## config.mk

```make
export PLATFORM = sky130hd
export DESIGN_NAME = rpi_bus_ctrl
export DESIGN_NICKNAME = d
export VERILOG_FILES = /design/src/rtl/rpi_bus_pkg.sv /design/src/rtl/rpi_bus_sync.sv /design/src/rtl/rpi_bus_ctrl.sv
export SDC_FILE = /design/constraint.sdc
export NUM_CORES = 1
export LEC_CHECK = 0
export CAP_MARGIN = 20
export CORE_ASPECT_RATIO = 1.5
export CORE_MARGIN = 5
export CORE_UTILIZATION = 51
export CTS_CLUSTER_SIZE = 30
export DETAILED_ROUTE_END_ITERATION = 7
export HOLD_SLACK_MARGIN = 0.05
export PLACE_DENSITY = 0.75
export SKIP_CTS_REPAIR_TIMING = 1
export SYNTH_ARGS = -nofsm -noshare
export SYNTH_HDL_FRONTEND = slang
export SYNTH_SLANG_ARGS = --single-unit
export TNS_END_PERCENT = 20
```

## constraint.sdc

```tcl
create_clock -name clk_100mhz -period 2.9 [get_ports clk_100mhz]
set_input_delay 0.58 -clock clk_100mhz [delete_from_list [all_inputs] [get_ports clk_100mhz]]
set_output_delay 0.58 -clock clk_100mhz [all_outputs]
set_load 0.005 [all_outputs]
```

## src/rtl/rpi_bus_pkg.sv

```systemverilog
// Shared constants for the RPi parallel bus controller: framing bytes, commands
// and the FSM state encoding.
package rpi_bus_pkg;

  localparam int         BUS_W      = 8;
  localparam logic [7:0] SYNC1_BYTE = 8'hB8;
  localparam logic [7:0] SYNC2_BYTE = 8'h8B;
  localparam logic [7:0] CMD_WRITE  = 8'h01;
  localparam logic [7:0] CMD_READ   = 8'h02;

  localparam logic [2:0] ST_SYNC1   = 3'd0;
  localparam logic [2:0] ST_SYNC2   = 3'd1;
  localparam logic [2:0] ST_CMD     = 3'd2;
  localparam logic [2:0] ST_LEN     = 3'd3;
  localparam logic [2:0] ST_RX_DATA = 3'd4;
  localparam logic [2:0] ST_TX_TURN = 3'd5;
  localparam logic [2:0] ST_TX_DATA = 3'd6;

  typedef enum logic [2:0] {
    SYNC1   = ST_SYNC1,
    SYNC2   = ST_SYNC2,
    CMD     = ST_CMD,
    LEN     = ST_LEN,
    RX_DATA = ST_RX_DATA,
    TX_TURN = ST_TX_TURN,
    TX_DATA = ST_TX_DATA
  } state_t;

endpackage

```

## src/rtl/rpi_bus_sync.sv

```systemverilog
// Synchronizes bus_clk, bus_rnw and bus_data_in through equal-depth flop chains
// and produces registered rise/fall strobes aligned with the sampled byte.
module rpi_bus_sync
  import rpi_bus_pkg::*;
#(
  parameter int SYNC_STAGES = 2
) (
  input  logic             clk,
  input  logic             rst,
  input  logic             i_bus_clk,
  input  logic             i_bus_rnw,
  input  logic [BUS_W-1:0] i_bus_data,
  output logic             o_rise,
  output logic             o_fall,
  output logic             o_rnw,
  output logic [BUS_W-1:0] o_data
);

  // Bundle layout: {bus_clk, bus_rnw, bus_data} so all three share one chain.
  logic [BUS_W+1:0] r_sync [SYNC_STAGES];
  logic             r_clk_d;
  logic [BUS_W+1:0] w_last;

  assign w_last = r_sync[SYNC_STAGES-1];

  always_ff @(posedge clk or posedge rst) begin
    if (rst) begin
      for (int i = 0; i < SYNC_STAGES; i++) r_sync[i] <= '0;
      r_clk_d <= 1'b0;
      o_rise  <= 1'b0;
      o_fall  <= 1'b0;
      o_rnw   <= 1'b0;
      o_data  <= '0;
    end else begin
      r_sync[0] <= {i_bus_clk, i_bus_rnw, i_bus_data};
      for (int i = 1; i < SYNC_STAGES; i++) r_sync[i] <= r_sync[i-1];
      r_clk_d <= w_last[BUS_W+1];
      o_rise  <= ~r_clk_d &  w_last[BUS_W+1];
      o_fall  <=  r_clk_d & ~w_last[BUS_W+1];
      o_rnw   <= w_last[BUS_W];
      o_data  <= w_last[BUS_W-1:0];
    end
  end

endmodule

```

## src/rtl/rpi_bus_ctrl.sv

```systemverilog
// Command-level controller for the 8-bit RPi parallel bus: frame detection,
// write payload streaming to a sink, read payload streaming from a source.
module rpi_bus_ctrl
  import rpi_bus_pkg::*;
#(
  parameter int         SYNC_STAGES    = 2,
  parameter int         TIMEOUT_CYCLES = 1000000,
  parameter logic [7:0] UNDERRUN_BYTE  = 8'hEE
) (
  input  logic       clk_100mhz,
  input  logic       reset,
  input  logic       bus_clk,
  input  logic [7:0] bus_data_in,
  input  logic       bus_rnw,
  output logic [7:0] bus_data_out,
  output logic       bus_oe,
  output logic [7:0] rx_data,
  output logic       rx_valid,
  output logic       rx_last,
  input  logic [7:0] tx_data,
  input  logic       tx_valid,
  output logic       tx_ready,
  output logic       busy,
  output logic       cmd_err,
  output logic       timeout,
  output logic       tx_underrun
);

  localparam int            TO_W    = $clog2(TIMEOUT_CYCLES + 1);
  localparam logic [TO_W-1:0] TO_LAST = TO_W'(TIMEOUT_CYCLES - 1);

  logic       w_rise, w_fall, w_rnw, w_edge, w_counting, w_to_hit;
  logic [7:0] w_byte;
  state_t     r_state;
  logic       r_rd;
  logic [8:0] r_len;
  logic [8:0] r_cnt;
  logic [TO_W-1:0] r_to_cnt;

  rpi_bus_sync #(.SYNC_STAGES(SYNC_STAGES)) u_sync (
    .clk        (clk_100mhz),
    .rst        (reset),
    .i_bus_clk  (bus_clk),
    .i_bus_rnw  (bus_rnw),
    .i_bus_data (bus_data_in),
    .o_rise     (w_rise),
    .o_fall     (w_fall),
    .o_rnw      (w_rnw),
    .o_data     (w_byte)
  );

  assign busy       = (r_state != SYNC1);
  assign bus_oe     = (r_state == TX_DATA) && w_rnw;
  assign w_edge     = w_rise | w_fall;
  assign w_counting = (r_state != SYNC1) && (r_state != TX_TURN);
  // An edge in the same cycle as the terminal count cancels the timeout.
  assign w_to_hit   = w_counting && !w_edge && (r_to_cnt == TO_LAST);

  always_ff @(posedge clk_100mhz or posedge reset) begin
    if (reset)                      r_to_cnt <= '0;
    else if (w_edge || !w_counting) r_to_cnt <= '0;
    else if (r_to_cnt != TO_LAST)   r_to_cnt <= r_to_cnt + 1'b1;
  end

  always_ff @(posedge clk_100mhz or posedge reset) begin
    if (reset) begin
      r_state      <= SYNC1;
      r_rd         <= 1'b0;
      r_len        <= '0;
      r_cnt        <= '0;
      bus_data_out <= '0;
      rx_data      <= '0;
      rx_valid     <= 1'b0;
      rx_last      <= 1'b0;
      tx_ready     <= 1'b0;
      cmd_err      <= 1'b0;
      timeout      <= 1'b0;
      tx_underrun  <= 1'b0;
    end else begin
      rx_valid    <= 1'b0;
      rx_last     <= 1'b0;
      tx_ready    <= 1'b0;
      cmd_err     <= 1'b0;
      timeout     <= 1'b0;
      tx_underrun <= 1'b0;
      if (w_to_hit) begin
        timeout <= 1'b1;
        r_state <= SYNC1;
      end else begin
        case (r_state)
          SYNC1: if (w_rise && w_byte == SYNC1_BYTE) r_state <= SYNC2;
          SYNC2: if (w_rise) begin
            if (w_byte == SYNC2_BYTE)      r_state <= CMD;
            else if (w_byte == SYNC1_BYTE) r_state <= SYNC2;
            else                           r_state <= SYNC1;
          end
          CMD: if (w_rise) begin
            if (w_byte == CMD_WRITE) begin
              r_rd    <= 1'b0;
              r_state <= LEN;
            end else if (w_byte == CMD_READ) begin
              r_rd    <= 1'b1;
              r_state <= LEN;
            end else begin
              cmd_err <= 1'b1;
              r_state <= SYNC1;
            end
          end
          LEN: if (w_rise) begin
            r_len   <= {1'b0, w_byte} + 9'd1;
            r_cnt   <= '0;
            r_state <= r_rd ? TX_TURN : RX_DATA;
          end
          RX_DATA: if (w_rise) begin
            rx_data  <= w_byte;
            rx_valid <= 1'b1;
            if (r_cnt == r_len - 9'd1) begin
              rx_last <= 1'b1;
              r_state <= SYNC1;
            end else begin
              r_cnt <= r_cnt + 9'd1;
            end
          end
          TX_TURN: if (w_rnw) r_state <= TX_DATA;
          TX_DATA: begin
            // The host dropping rnw mid-payload ends the read early.
            if (!w_rnw) begin
              r_state <= SYNC1;
            end else if (w_fall) begin
              tx_ready <= 1'b1;
              if (tx_valid) begin
                bus_data_out <= tx_data;
              end else begin
                bus_data_out <= UNDERRUN_BYTE;
                tx_underrun  <= 1'b1;
              end
            end else if (w_rise) begin
              if (r_cnt == r_len - 9'd1) r_state <= SYNC1;
              else                       r_cnt   <= r_cnt + 9'd1;
            end
          end
          default: r_state <= SYNC1;
        endcase
      end
    end
  end

endmodule

```

### Yosys cells after proc, flatten, opt, wreduce, memory -nomap -nowiden

Cells that the tools add are included.

| cells by class | value |
|---|---|
| equal/unequal tests | 23 |
| bitwise gates (word level) | 6 |
| $add $sub $neg | 4 |
| reductions and logical operators | 19 |
| mux-type cells | 49 |

Operators by type and width:

| kind | count |
|---|---|
| two-way mux 9 bit | 5 |
| two-way mux 20 bit | 2 |
| two-way mux 3 bit | 10 |
| one-hot mux 9 bit (3 select lines) | 1 |
| two-way mux 1 bit | 26 |
| one-hot mux 3 bit (7 select lines) | 1 |
| adder 20 x 1 -> 20 bit (second input constant) | 1 |
| == test 20 bit (second input constant) | 1 |
| inequality test 20 bit (second input constant) | 1 |
| == test 8 bit (second input constant) | 2 |
| inequality test 3 x 2 -> 1 bit (second input constant) | 4 |
| adder 8 x 1 -> 9 bit (second input constant) | 1 |
| adder 9 x 1 -> 9 bit (second input constant) | 1 |
| == test 3 bit (second input constant) | 3 |
| == test 9 bit | 1 |
| subtractor 9 x 1 -> 9 bit (second input constant) | 1 |
| == test 8 x 1 -> 1 bit (second input constant) | 1 |
| == test 8 x 2 -> 1 bit (second input constant) | 1 |
| two-way mux 8 bit | 1 |
| AND reduction 4 bit | 2 |
| == test 3 x 2 -> 1 bit (second input constant) | 2 |
| two-way mux 2 bit | 3 |
| inequality test 3 bit (second input constant) | 2 |
| AND reduction 3 bit | 2 |
| 15 further kinds | 26 |

| word-level totals | value |
|---|---|
| bits of input ports | 21 |
| logic and storage cells | 121 |
| output and inout bits | 24 |
| bits in registers | 96 |

### Logic depth before layout (Yosys ltp)

Gate-level depths: netlist of the first run.

| depth | value |
|---|---|
| word-level depth | 8 |
| mapped depth | 8 |
| mapped depth without buffers | 8 |

### By module

Synthesis of the first run repeated with hierarchy kept, for this count alone.

| unflattened totals | value |
|---|---|
| cells, all modules | 410 |
| area, all modules | 4390.5 um^2 |

Modules (own cells, without submodules):

| module | times used | seq. area each (um^2) | cells an instance | area each (um^2) |
|---|---|---|---|---|
| rpi_bus_ctrl | 1 | 1601.5 | 375 | 3570.9 |
| rpi_bus_sync | 1 | 800.8 | 35 | 819.5 |

### Worst setup path before layout of the first run

No wires, ideal clock.

| timing path | value |
|---|---|
| path type | register to register |
| from | register r_to_cnt[13] |
| to | register r_state[0] |
| required time | 2.772 ns |
| data arrival time | 2.084 ns |
| period minus slack after synthesis | 2.211 ns |
| cell stages (with the launch flop) | 7 |
| library setup time | 0.128 ns |
| path buffers | 0 |
| path slack | 0.689 ns |
| path through | dfrtp_1 or4b_2 nor4_4 nand4b_1 a22oi_2 o21ai_1 mux2_1 |

| on the way | value |
|---|---|
| longest elaborated chain between the ends | 4 |
| elaborated cells between the ends (all ways) | 10 |
| classes of those cells | 7 x eq/ne; 1 x mux; 2 x reduce/logical |

RTL lines:

| element | line | text |
|---|---|---|
| start: declaration | rpi_bus_ctrl.sv:38 | `logic [TO_W-1:0] r_to_cnt;` |
| start signal: assignment | rpi_bus_ctrl.sv:62 | `else if (r_to_cnt != TO_LAST) r_to_cnt <= r_to_cnt + 1'b1;` |
| == test 20 bit (*) | rpi_bus_ctrl.sv:57 | `assign w_to_hit = w_counting && !w_edge && (r_to_cnt == TO_LAST);` |
| logical AND 1 bit (*) | rpi_bus_ctrl.sv:57 |  |
| inequality test 4 bit (no source line) (tied with other cells) | n/a |  |
| AND reduction 6 bit (no source line) | n/a |  |
| end signal: assignment | rpi_bus_ctrl.sv:112 | `r_state <= r_rd ? TX_TURN : RX_DATA;` |
| end: declaration | rpi_bus_ctrl.sv:34 | `state_t r_state;` |

Every way passes the cells marked *; elsewhere a longest branch is shown, timed or not.
A chain may end at the register's enable or synchronous reset.

### Final worst setup path of the first run

| timing path | value |
|---|---|
| from | register r_state[1] |
| to | output port bus_oe |

| on the way | value |
|---|---|
| longest elaborated chain between the ends | 2 |

RTL lines:

| element | line | text |
|---|---|---|
| == test 3 bit | rpi_bus_ctrl.sv:53 | `assign bus_oe = (r_state == TX_DATA) && w_rnw;` |
| logical AND 1 bit | rpi_bus_ctrl.sv:53 |  |
| end: declaration | rpi_bus_ctrl.sv:16 | `output logic bus_oe,` |

Every way passes these cells.

==> summary.md, run 1 <==
| Metric | Value |
|---|---|
| Area taken by flip-flops and latches | 0.002402 mm^2 |
| Library cell with the largest summed area after synthesis | sky130_fd_sc_hd__dfrtp_1 |
| Nets@finish | 506 |
| Final worst path period need | 2547 ps |
| Total placed cells including tap cells | 577 |
| Number of standard cells in the layout, taps in and fillers out | 593 |
| Path type of the worst min-delay path | reg2reg |
| Antenna-violating nets left | 0 |
| Largest stage delay, worst path | 540 ps |
| Estimated wirelength of the detail-placed design | 6478 um |
| Clock-pin slew on the worst setup and hold paths | 70 ps |
| Post-synthesis sequential area ratio | 0.5351 |
| Initial standard-cell utilization of the core | 0.5146 |
| Slew Limit Fails | 0 |
| Element type at the critical path end | primary output |
| Final Wtd Congestion | 0.8801 |
| H-tree depth reported by CTS | 3 |
| Share of cells above drive strength 1 | 0.08696 |
| Startpoint of the most critical hold path | u_sync.w_last[7] |
| Via/cell ratio | 5.530 |
| Multi-input combinational cell area | 0.001974 mm^2 |
| Launching element type of the critical path | flop |
| Routed vias | 3279 |
| Vias in the first global route | 3265 |
| Cells taking the most area after synthesis | sky130_fd_sc_hd__dfrtp_1, sky130_fd_sc_hd__nand2_1, sky130_fd_sc_hd__xnor2_1, sky130_fd_sc_hd__nor2_1, sky130_fd_sc_hd__xor2_1 |
| Number of antenna violations at the first check in global routing | 0 |
| Library cell with the highest instance count after synthesis | sky130_fd_sc_hd__dfrtp_1 |
| Status | completed |
| Mean cell area of the mapped netlist | 10.34 um^2 |
| Core area | 0.008723 mm^2 |
| Clock tree from TritonCTS | done |
| Synthesized cell area | 0.004489 mm^2 |
| Biggest fanout along the worst timing path | 8 |
| Startpoint of the most critical setup path | r_state[1] |
| Cell-by-cell trace of the critical path | inv_1, nor2_1, and3_1, clkdlybuf4s50_1 |
| Primary FF master, synth | sky130_fd_sc_hd__dfrtp_1 |
| Critical-path cell with the highest stage delay | sky130_fd_sc_hd__clkdlybuf4s50_1 |
| Number of warning messages in the yosys log | 0 |
| Post-synth cell types | 54 |
| Cell internal pwr | 2.221 mW |
| Largest delay share family, worst path | buffers and inverters |
| Number of buffers on the longest clock path | 2 |
| Worst R2R Setup Slack | 460 ps |
| Relative contribution of sequential cells to total power | 0.482 |
| Maximum Capacitance Violations | 0 |
| Antenna cell count | 0 |
| Pwr Density | 575.7 mW/mm^2 |
| Transition time of the tightest slew-check pin | 1015 ps |
| Master cell of the clock root buffer | sky130_fd_sc_hd__clkbuf_16 |
| Aggregate global-route resource usage | 0.1786 |
| Largest clock skew in the final design | 5.519 ps |
| Leakage | 2.332 nW |
| Setup repair after global routing missed its margin | no |
| Maximum ir drop on the vdd rail | 390.1 uV |
| Die Footprint | 0.01082 mm^2 |
| Synthesized instance count | 434 |
| Number of enable flip-flop cells after synthesis | 0 |
| I/O pin count | 45 |
| Fmax | 392.7 MHz |
| Share of total power consumed by net switching | 0.2803 |
| Critical path start-end classification | reg2out |
| Launching point of the worst reg2reg path | r_len[0] |
| DRC Markers | 0 |
| First DRT Iteration DRCs | 199 |
| Total global routing overflow | 0 |
| Crit path buffers/inverters | 2 |
| Relative slew slack | 0.3234 |
| TritonCTS buffer count | 9 |
| Synth Net Count | 462 |
| Async set-or-reset flop fraction in the synthesized netlist | 1.000 |
| Number of fill cells in the layout | 791 |
| Clk sink count | 96 |
| Clock share of power | 0.377 |
| Switching power of the nets | 0.8651 mW |
| Data arrival time of the critical path | 1970 ps |
| Insertion delay to the later sink of the worst-skew pair | 350 ps |
| Pin count of the biggest net entering global routing | 40 |
| Most numerous cell types in the synthesized netlist | sky130_fd_sc_hd__dfrtp_1, sky130_fd_sc_hd__nand2_1, sky130_fd_sc_hd__nor2_1 |
| First-pass GRT wire length | 15440 um |
| Setup Total Neg Slack | 0 ps |
| Routed wire length | 9040 um |
| Average wire length per cell after detail routing | 15.24 um |
| Number of hold violations in the final report | 0 |
| Port-buffer cells | 44 |
| Cell row count | 42 |
| Number of flip-flops and latches in the synthesized netlist | 96 |
| Setup-failing EPs final | 0 |
| Area Overhead vs Synth | 19.43% |
| Minimum hold slack | 346.1 ps |
| Share of the clock period used by the worst path | 0.8782 |
| First drt pass iteration count | 4 |
| Required time of the worst setup path | 2320 ps |
| Portion of synthesized cell area occupied by the leading cell type | 0.5351 |
| Combinational share of power | 0.141 |
| Width of the die | 86.61 um |
| Floorplan die height | 124.9 um |
## registers in the layout, indices dropped and copies added, names as in the netlist, 3 cells and up
| name | flops |
|---|---|
| r_to_cnt | 20 |
| u_sync.r_sync | 10 |
| u_sync.w_last | 10 |
| r_cnt | 9 |
| r_len | 9 |
| bus_data_out | 8 |
| rx_data | 8 |
| u_sync.o_data | 8 |
| r_state | 3 |
## cell usage in the layout, fill, tap and decap left out, drive strengths merged, types with 4 or more instances in the layout
cell type      count
clkdlybuf4s50     44
clkbuf             9
inv               20
a21oi             19
o21ai             24
and3               7
nand2             50
ha                 7
or3                5
nor3               8
mux2i              8
nand3             16
and2               5
nand2b            11
xor2              14
nor2              34
mux2              12
nand4             16
dfrtp             96
or2                4
xnor2             17
nor2b             11
## worst reg2reg max path, cell delays in order (launching register included)
cell,delay [ps]
sky130_fd_sc_hd__dfrtp_1,430
sky130_fd_sc_hd__inv_1,70
sky130_fd_sc_hd__ha_1,230
sky130_fd_sc_hd__nor2b_1,170
sky130_fd_sc_hd__a221oi_1,300
sky130_fd_sc_hd__and3b_1,210
sky130_fd_sc_hd__a21oi_2,390
sky130_fd_sc_hd__a21oi_1,190
sky130_fd_sc_hd__mux2_1,340
## power by group through the flow
stage | clock (mW) | combinational, mW | sequential, mW
final | 1.16 | 0.435 | 1.49
after global routing | 1.25 | 0.490 | 1.50
after CTS | 1.20 | 0.438 | 1.49
after detailed placement | 0 | 0.436 | 1.51
after global placement | 0 | 0.424 | 1.51
after floorplan | 0 | 0.305 | 1.47
## cell type report
class                           instances  share of cell area
Multi-Input combinational cell        308              0.3683
Clock inverter                          7             0.01307
Clock buffer                            9             0.04201
Tap cell                              110             0.02567
Inverter                               16             0.01190
Sequential cell                        96              0.4481
Timing Repair Buffer                   47             0.09102
## per-layer routing
layer | up-vias | track usage | part of all wire
li1 | 1603 | - | -
met1 | 1593 | 0.2103 | 0.41
met2 | 71 | 0.3075 | 0.53
met3 | 12 | 0.04500 | 0.042
met4 | 0 | 0.06881 | 0.018
met5 | - | 0 | 0
## worst paths after layout
check,end,depth (start not counted)
worst max-delay path,bus_oe,4
max in group asynchronous,rx_data[2],3
worst min register to register,u_sync.o_data[7],0
min in group asynchronous,bus_data_out[4],2
worst max register to register,r_cnt[0],8
worst min-delay path,u_sync.o_data[7],0
## stage by stage
| stage | power [mW] | worst slack [ps] | util | instance area [um^2] |
|---|---|---|---|---|
| after global placement | 1.932 | 600.8 | 0.5808 | 5066 |
| after global routing | 3.237 | 222.9 | 0.6146 | 5361 |
| after CTS | 3.123 | 357.6 | 0.6146 | 5361 |
| after floorplan | 1.777 | 688.6 | - | 4493 |
| after detailed placement | 1.950 | 495.2 | 0.5808 | 5066 |
| final | 3.087 | 353.3 | 0.6146 | 5361 |
## cell families (layout without fill, tap and decap cells)
| kind of cell | Yosys count | in the layout | share of synthesized area |
|---|---|---|---|
| AOI/OAI and AO/OA | 65 | 65 | 0.09226 |
| xor gates and xnor gates | 31 | 31 | 0.06048 |
| adders and majority gates | 7 | 7 | 0.01951 |
| buffers and inverters | 30 | 79 | 0.02508 |
| DFF | 96 | 96 | 0.5351 |
| muxes | 20 | 20 | 0.04794 |
| and+or+nand+nor | 185 | 185 | 0.2196 |
(Power assumes the default switching activity.)
==> run 2, diff against run 1 <==
--- a/config.mk
+++ b/config.mk
@@ -12,6 +12,7 @@
 export CTS_CLUSTER_SIZE = 30
 export DETAILED_ROUTE_END_ITERATION = 7
 export HOLD_SLACK_MARGIN = 0.05
+export MAX_ROUTING_LAYER = met4
 export PLACE_DENSITY = 0.75
 export SKIP_CTS_REPAIR_TIMING = 1
 export SYNTH_ARGS = -nofsm -noshare
==> summary.md, run 2 (synthesis results as in run 1) <==
| Metric | Value |
|---|---|
| Master cell of the clock root buffer | sky130_fd_sc_hd__clkbuf_16 |
| Share of the clock period used by the worst path | 0.8795 |
| Fmax | 392.1 MHz |
| Element type at the critical path end | primary output |
| Clock-pin slew on the worst setup and hold paths | 70 ps |
| Data arrival time of the critical path | 1970 ps |
| Cell-by-cell trace of the critical path | inv_1, nor2_1, and3_1, clkdlybuf4s50_1 |
| Most flops, register | r_to_cnt |
| Final Wtd Congestion | 0.8947 |
| Launching element type of the critical path | flop |
| Largest stage delay, worst path | 540 ps |
| Maximum ir drop on the vdd rail | 390.3 uV |
| Share of cells above drive strength 1 | 0.08696 |
| Path type of the worst min-delay path | reg2reg |
| H-tree depth reported by CTS | 3 |
| Number of antenna violations at the first check in global routing | 0 |
| Number of standard cells in the layout, taps in and fillers out | 593 |
| Transition time of the tightest slew-check pin | 1014 ps |
| Average wire length per cell after detail routing | 15.19 um |
| Routed wire length | 9010 um |
| Setup Total Neg Slack | 0 ps |
| Port-buffer cells | 44 |
| Aggregate global-route resource usage | 0.1841 |
| Initial standard-cell utilization of the core | 0.5146 |
| Die Footprint | 0.01082 mm^2 |
| Setup repair after global routing missed its margin | no |
| Number of hold violations in the final report | 0 |
| Number of buffers on the longest clock path | 2 |
| Routed vias | 3288 |
| Number of fill cells in the layout | 791 |
| Width of the die | 86.61 um |
| Via/cell ratio | 5.545 |
| DRC Markers | 0 |
| Total placed cells including tap cells | 577 |
| TritonCTS buffer count | 9 |
| Antenna-violating nets left | 0 |
| Nets@finish | 506 |
| Critical-path cell with the highest stage delay | sky130_fd_sc_hd__clkdlybuf4s50_1 |
| Largest delay share family, worst path | buffers and inverters |
| Vias in the first global route | 3266 |
| Slew Limit Fails | 0 |
| Area Overhead vs Synth | 19.43% |
| Estimated wirelength of the detail-placed design | 6478 um |
| Relative slew slack | 0.3237 |
| Clk sink count | 96 |
| Crit path buffers/inverters | 2 |
| Pin count of the biggest net entering global routing | 40 |
| Core Util, Final | 0.6146 |
| Most frequent cells in the layout | sky130_fd_sc_hd__dfrtp_1, sky130_fd_sc_hd__nand2_1, sky130_fd_sc_hd__clkdlybuf4s50_1, sky130_fd_sc_hd__nor2_1, sky130_fd_sc_hd__a21oi_1 |
| Multi-input combinational cell area | 0.001974 mm^2 |
| Maximum Capacitance Violations | 0 |
| Core area | 0.008723 mm^2 |
| Biggest fanout along the worst timing path | 8 |
| Critical path start-end classification | reg2out |
| Largest register FFs | 20 |
| Clock tree from TritonCTS | done |
| First-pass GRT wire length | 15460 um |
| I/O pin count | 45 |
| Total global routing overflow | 0 |
| Cell row count | 42 |
| First drt pass iteration count | 4 |
| Insertion delay to the later sink of the worst-skew pair | 350 ps |
| Largest clock skew in the final design | 6.487 ps |
| Pwr Density | 575.2 mW/mm^2 |
| Status | completed |
| Floorplan die height | 124.9 um |
| Final worst path period need | 2551 ps |
| Setup-failing EPs final | 0 |
| First DRT Iteration DRCs | 233 |
| Leakage | 2.332 nW |
| Leading cell type in the layout, fill and taps excluded | sky130_fd_sc_hd__dfrtp_1 |
| Area taken by flip-flops and latches | 0.002402 mm^2 |
| Antenna cell count | 0 |
| Required time of the worst setup path | 2320 ps |
## run 2: cell counts in the layout (fill, tap and decap cells not counted)
Identical to the previous run, type by type.
## run 2: routing by layer
metal	track usage	routed length [um]	vias up
li1	-	-	1602
met1	0.2143	3644	1593
met2	0.3061	4812	81
met5	-	0	-
met4	0.06881	159	0
met3	0.04236	393	12
## run 2: stage by stage
step	power [mW]	hold WS [ps]	instance area [um^2]	worst slack, ps
4_1_cts	3.123	347.0	5361	357.6
6_report	3.084	343.4	5361	349.3
3_3_place_gp	1.932	332.3	5066	600.8
3_5_place_dp	1.950	334.7	5066	495.2
2_1_floorplan	1.777	331.2	4493	688.6
5_1_grt	3.243	355.5	5361	222.9
## run 2: worst paths after layout
kind | to | cells past startpoint | start | slack [ps]
max | bus_oe | 4 | r_state[1] | 350
min | u_sync.o_data[2] | 0 | u_sync.w_last[2] | 340
max reg2reg | r_cnt[0] | 8 | r_len[0] | 460
max in group asynchronous | bus_data_out[6] | 3 | reset | 1620
min in group asynchronous | bus_data_out[4] | 2 | reset | 680
min reg2reg | u_sync.o_data[2] | 0 | u_sync.w_last[2] | 340
## run 2: where the power goes
group	internal (mW)	switching (mW)	total, mW
clock network	0.610	0.552	1.16
registers	1.41	0.0812	1.49
logic	0.205	0.229	0.434
total	2.22	0.863	3.08
## run 2: cell type report
cell class,instances,share of cell area
inverter,16,0.01190
tap,110,0.02567
clock inverter,7,0.01307
multi-input combinational,308,0.3683
sequential,96,0.4481
clock buffer,9,0.04201
timing repair buffer,47,0.09102
